===== config.mk =====
export PLATFORM = sky130hd
export DESIGN_NAME = seq_detector_param
export DESIGN_NICKNAME = d
export VERILOG_FILES = /design/src/rtl/seq_detector_param.sv
export SDC_FILE = /design/constraint.sdc
export NUM_CORES = 1
export LEC_CHECK = 0
export CAP_MARGIN = 20
export CORE_UTILIZATION = 45
export DETAILED_ROUTE_END_ITERATION = 8
export PLACE_DENSITY = 0.78
export SYNTH_ARGS = -nofsm -noshare
export SYNTH_HDL_FRONTEND = slang
export SYNTH_SLANG_ARGS = --single-unit

===== constraint.sdc =====
create_clock -name clk -period 2.35 [get_ports clk]
set_input_delay 0.47 -clock clk [delete_from_list [all_inputs] [get_ports clk]]
set_output_delay 0.47 -clock clk [all_outputs]
set_load 0.02 [all_outputs]

===== src/rtl/seq_detector_param.sv =====
// Run-time configurable serial pattern detector with Mealy match, registered match and fill level.
// Optional saturating match counter enabled by defining SEQ_MATCH_COUNT_EN.
module seq_detector_param #(
  parameter int PAT_W = 4,
  parameter int LEN_W = 3,
  parameter int CNT_W = 8
) (
  input  logic             clk,
  input  logic             reset,
  input  logic             cfg_load,
  input  logic [PAT_W-1:0] cfg_pattern,
  input  logic [LEN_W-1:0] cfg_len,
  input  logic             cfg_overlap,
  input  logic             in_valid,
  input  logic             in_bit,
  input  logic             count_clr,
  output logic             match,
  output logic             match_q,
  output logic [LEN_W-1:0] fill,
  output logic [CNT_W-1:0] match_count
);

  localparam logic [LEN_W-1:0] LEN_MAX = LEN_W'(PAT_W);

  logic [PAT_W-1:0] hist;
  logic [PAT_W-1:0] pat;
  logic [PAT_W-1:0] cand;
  logic [PAT_W-1:0] mask;
  logic [LEN_W-1:0] len;
  logic [LEN_W-1:0] len_in;
  logic             ovl;
  logic             accept;
  logic             unused_hist_msb;

  // A configuration load takes priority, so the bit presented with it is dropped.
  assign accept          = in_valid & ~cfg_load;
  assign cand            = {hist[PAT_W-2:0], in_bit};
  assign unused_hist_msb = hist[PAT_W-1];

  always_comb begin
    mask = '0;
    for (int i = 0; i < PAT_W; i++) begin
      mask[i] = (LEN_W'(i) < len);
    end
  end

  always_comb begin
    len_in = cfg_len;
    if (cfg_len == '0) begin
      len_in = LEN_W'(1);
    end else if (cfg_len > LEN_MAX) begin
      len_in = LEN_MAX;
    end
  end

  assign match = accept && (fill >= (len - LEN_W'(1))) && (((cand ^ pat) & mask) == '0);

  // Non-overlapping mode restarts the fill count after a match so a full new pattern is needed.
  always_ff @(posedge clk or posedge reset) begin
    if (reset) begin
      hist <= '0;
      fill <= '0;
      pat  <= '0;
      len  <= LEN_MAX;
      ovl  <= 1'b0;
    end else if (cfg_load) begin
      pat  <= cfg_pattern;
      len  <= len_in;
      ovl  <= cfg_overlap;
      hist <= '0;
      fill <= '0;
    end else if (accept) begin
      hist <= cand;
      if (match && !ovl) begin
        fill <= '0;
      end else if (fill < LEN_MAX) begin
        fill <= fill + LEN_W'(1);
      end
    end
  end

  always_ff @(posedge clk or posedge reset) begin
    if (reset) begin
      match_q <= 1'b0;
    end else begin
      match_q <= match;
    end
  end

`ifdef SEQ_MATCH_COUNT_EN
  // A clear coinciding with a match keeps that match, so the count restarts at one.
  always_ff @(posedge clk or posedge reset) begin
    if (reset) begin
      match_count <= '0;
    end else if (count_clr) begin
      match_count <= match ? CNT_W'(1) : '0;
    end else if (match && (match_count != {CNT_W{1'b1}})) begin
      match_count <= match_count + CNT_W'(1);
    end
  end
`else
  logic unused_count_clr;

  assign unused_count_clr = count_clr;
  assign match_count      = '0;
`endif

endmodule

After elaboration in Yosys (flattened, before gate mapping)
Index checks and enable logic that the tools add are counted.
{"block": "classes", "add_sub_neg": 2, "shift": 0, "eq_ne": 0, "div": 0, "mul": 0, "n_bitwise": 4, "order_cmp": 7, "n_reduce_logical": 9, "muxes": 8}
{"op": "two-way mux 3 bit", "n": 8}
{"op": "< comparator 1 x 3 -> 1 bit (first input constant)", "n": 2}
{"op": "< comparator 2 x 3 -> 1 bit (first input constant)", "n": 2}
{"op": "AND 4 bit", "n": 1}
{"op": "zero test 4 bit", "n": 1}
{"op": "XOR 4 bit", "n": 1}
{"op": "adder 3 x 1 -> 3 bit (second input constant)", "n": 1}
{"op": ">= comparator 3 bit", "n": 1}
{"op": "greater-than comparator 3 bit (second input constant)", "n": 1}
{"op": "logical AND 1 bit", "n": 3}
{"op": "zero test 3 bit", "n": 1}
{"op": "< comparator 3 bit (second input constant)", "n": 1}
{"op": "nonzero test 3 bit", "n": 1}
{"op": "subtractor 3 x 1 -> 3 bit (second input constant)", "n": 1}
{"op": "AND reduction 2 bit", "n": 1}
{"op": "nonzero test 2 bit", "n": 1}
{"op": "AND 1 bit", "n": 1}
{"op": "zero test 1 bit", "n": 1}
{"op": "NOT 1 bit", "n": 1}
{"block": "word_totals", "mem_bits_rw": 0, "input_bits": 14, "regBits": 15, "elab_cells": 36, "latch_bits": 0, "rom_bits": 0, "memories": 0, "output_inout_bits": 13}

Logic depth before layout (Yosys ltp)
{"block": "depth", "depth_word": 8, "ltp_mapped": 8, "mapped_depth_nobuf": 8}

Worst setup path before layout
OpenSTA, ideal clock, no wires.
{"block": "synth_timing", "path_kind": "reg2out", "from": "reg len[0]", "to": "out match", "arrival_ns": 2.017, "t_required_ns": 1.880, "stages_incl_launch_ff": 8, "path_slack_ns": -0.137, "path_buffers": 0, "path_cell_list": "dfrtp_1 > inv_1 > ha_1 > xnor2_1 > ha_1 > a21oi_1 > a22o_1 > nor4_1"}
{"block": "synth_between", "elab_chain_cells": 4, "elab_cells_between_ends": 10, "cone_classes": "add/sub (1); order compare (5); bitwise (1); reduce/logical (3)"}
{"item": "start: declaration", "line_no": "29", "rtl": "logic [LEN_W-1:0] len;"}
{"item": "start signal: assignment", "line_no": "68", "rtl": "len <= len_in;"}
{"item": "subtractor 3 x 1 -> 3 bit, or another cell as far along", "line_no": "56", "rtl": "assign match = accept && (fill >= (len - LEN_W'(1))) && (((cand ^ pat) & mask) == '0);"}
{"item": ">= comparator 3 bit or AND 4 bit (tied branches)", "line_no": "56"}
{"item": "logical AND 1 bit or zero test 4 bit (tied branches)", "line_no": "56"}
{"item": "logical AND 1 bit *", "line_no": "56"}
{"item": "end: declaration", "line_no": "17", "rtl": "output logic match,"}
Mark *: on every way between the ends. The rest lies on a longest branch, timed or not.

Worst setup path in the final report
Ends and elaborated chain as after synthesis.

==> impl_metrics.env <==
export IMPL_hold_viol_final=0
export IMPL_yosys_top_cells_area="dfrtp_1, ha_1, mux2_2, buf_4, a21oi_1"
export IMPL_fin_tns_setup_ps=-133
export IMPL_rows=15
export IMPL_drt_iter0_markers=9
export IMPL_root_buffer="clkbuf_4"
export IMPL_min_period_ps=2480
export IMPL_grt_pass1_wl_mm=2.49
export IMPL_clock_latency_ps=280
export IMPL_syn_inst=85
export IMPL_synth_top_area_cell="dfrtp_1"
export IMPL_ioPinCount=27
export IMPL_critPathMaxStageDelay_ps=380
export IMPL_layout_commonest_cell="clkdlybuf4s50_1"
export IMPL_crit_buf_inv=2
export IMPL_slew_headroom=0.630
export IMPL_dp_cells=135
export IMPL_clockBufferDepth=2
export IMPL_routed_wl_mm=1.50
export IMPL_multi_input_comb_area_sq_um=445
export IMPL_worstPathMaxFanout=2
export IMPL_ant_nets=0
export IMPL_fmax_ghz=0.403
export IMPL_ctsHtreeMaxLevel=1
export IMPL_yosysTopAreaCellShare=0.401
export IMPL_io_buffers=17
export IMPL_rsz0062_at_grt="true"
export IMPL_start_util=0.495
export IMPL_ys_seq_area_frac=0.431
export IMPL_worst_slack_ps=-133
export IMPL_wl_per_cell_um=10.8
export IMPL_critPathArrivalTime_ps=2010
export IMPL_fin_crit_sh=1.06
export IMPL_die_y_um=46.1
export IMPL_grt_max_degree=18
export IMPL_power_total_mw=0.635
export IMPL_rrSetupSlack_ps=340
export IMPL_area_growth_syn_to_layout_pct=32.5
export IMPL_outcome="finished, violations left"
export IMPL_numCtsBuffers=3
export IMPL_antenna_found_initial=0
export IMPL_dpl_hpwl_mm=1.21
export IMPL_hold_buffers=0
export IMPL_ir_drop_mv=0.379
export IMPL_cts_tree="yes"
export IMPL_required_ps=1880
export IMPL_clock_sinks=15
export IMPL_path_cells="inv_2 > ha_4 > xnor2_1 > ha_1 > a21oi_1 > a22o_1 > nor4_2 > buf_2"
export IMPL_drc=0
export IMPL_leakage_nw=0.533
export IMPL_start_kind="flop"
export IMPL_cts_setup_buffers=0
export IMPL_fillers=150
export IMPL_drv_cap=0
export IMPL_powerDensity_nw_per_um2=548
export IMPL_drive_gt1_frac=0.246
export IMPL_crit_family="adder cells"
export IMPL_dr_pass1_iters=4
export IMPL_hold_depth=1
export IMPL_ys_ff_latch=15
export IMPL_syn_area_per_cell_sq_um=10.3
export IMPL_viasPerCell=4.74
export IMPL_gp_congestion=0.727
export IMPL_slowest_stage="dfrtp_1"
export IMPL_yosys_warnings=0
export IMPL_regArea_sq_um=377
export IMPL_worstSetupPathType="reg -> out"
export IMPL_reg2reg_depth=9
export IMPL_n_antenna_cell=0
export IMPL_hp_class="reg -> reg"
export IMPL_final_cell_mix="clkdlybuf4s50_1, dfrtp_1, buf_4, conb_1"
export IMPL_grt_usage=0.172
export IMPL_clk_transition_reported_paths_ps=90
export IMPL_worst_slew_pin_slew_ps=555
export IMPL_synth_area_sq_um=873
export IMPL_setup_violations=1
export IMPL_fin_skew_ps=8.89
export IMPL_fin_nets=135
export IMPL_overflow=0
export IMPL_fp_dieW_um=46.1
export IMPL_violations="setup timing"
export IMPL_synth_cell_types=28
export IMPL_final_max_slew_viol_count=0
export IMPL_crit_cells=8
export IMPL_final_cells=139
export IMPL_die_area_sq_um=2120
export IMPL_crit_path_end_kind="output pin"
export IMPL_via_count=659
export IMPL_fin_hold_ws_ps=525
export IMPL_grt_pass1_vias=569
export IMPL_core_area_sq_um=1760
through the flow:
stage | worst slack (ps) | area (sq um) | utilization
floorplan | 117 | 906 | -
global route | -266 | 1160 | 0.656
global placement | -315 | 1120 | 0.637
detailed placement | -326 | 1120 | 0.637
finish | -133 | 1160 | 0.656
CTS | -169 | 1150 | 0.650
routing by layer:
metal	wire length (um)	track usage	vias to the layer above
li1	-	-	328
met1	683	0.213	313
met2	766	0.287	16
met3	46	0.0471	2
met4	5	0.0529	0
met5	0	0	-
worst paths after layout:
kind / start / end
max: len[0]$_DFFE_PP0P_ / match
min: ovl$_DFFE_PP0P_ / ovl$_DFFE_PP0P_
max reg2reg: len[0]$_DFFE_PP0P_ / fill[0]$_DFFE_PP0P_
min reg2reg: ovl$_DFFE_PP0P_ / ovl$_DFFE_PP0P_
max in group asynchronous: reset / len[2]$_DFFE_PP1P_
min in group asynchronous: reset / pat[3]$_DFFE_PP0P_
layout make-up:
cell class | count | area share
clock buffers | 4 | 0.0227
inverters | 6 | 0.0195
multi-input cells | 60 | 0.385
flip-flops and latches | 15 | 0.325
well taps | 25 | 0.0270
repair buffers | 29 | 0.221
kinds of logic after synthesis:
logic type,share of synthesized area
and+or+nand+nor,0.116
buffers and inverters,0.110
DFF,0.431
AOI/OAI and AO/OA,0.0903
muxes,0.112
adders and majority gates,0.0860
xor gates and xnor gates,0.0502
other,0.00429
registers in the layout (all words and copies together), names as in the netlist:
signal and count:
len 3, pat 4, match_q 1, fill 3
ovl 1, hist 3
cells in the mapped netlist:
cell,n
mux2_2,6
buf_2,2
nor3_1,2
nor4_1,1
ha_1,6
inv_1,5
buf_4,8
dfrtp_1,14
a22o_1,1
buf_1,1
nor2_1,6
xnor2_1,3
o22ai_1,1
o21ai_0,1
conb_1,1
nand2b_1,2
nand3_1,1
mux2i_1,3
nand2_1,4
o21ai_1,1
nor4b_2,1
a21oi_2,1
a21oi_1,6
nor3b_1,2
xor2_1,2
dfstp_2,1
clkinv_1,1
o31ai_1,2
power breakdown:
part / switching [mW] / leakage (nW) / internal, mW
Clock: 0.0791 / 0.0150 / 0.0657
Sequential: 0.0135 / 0.190 / 0.280
Combinational: 0.0923 / 0.329 / 0.104
Total: 0.185 / 0.533 / 0.450
timing repair:
item,CTS,global route
gates resized for setup,6,2
setup endpoints to repair,1,1
pin swaps,1,0
Power figures use the tool's default switching activity.
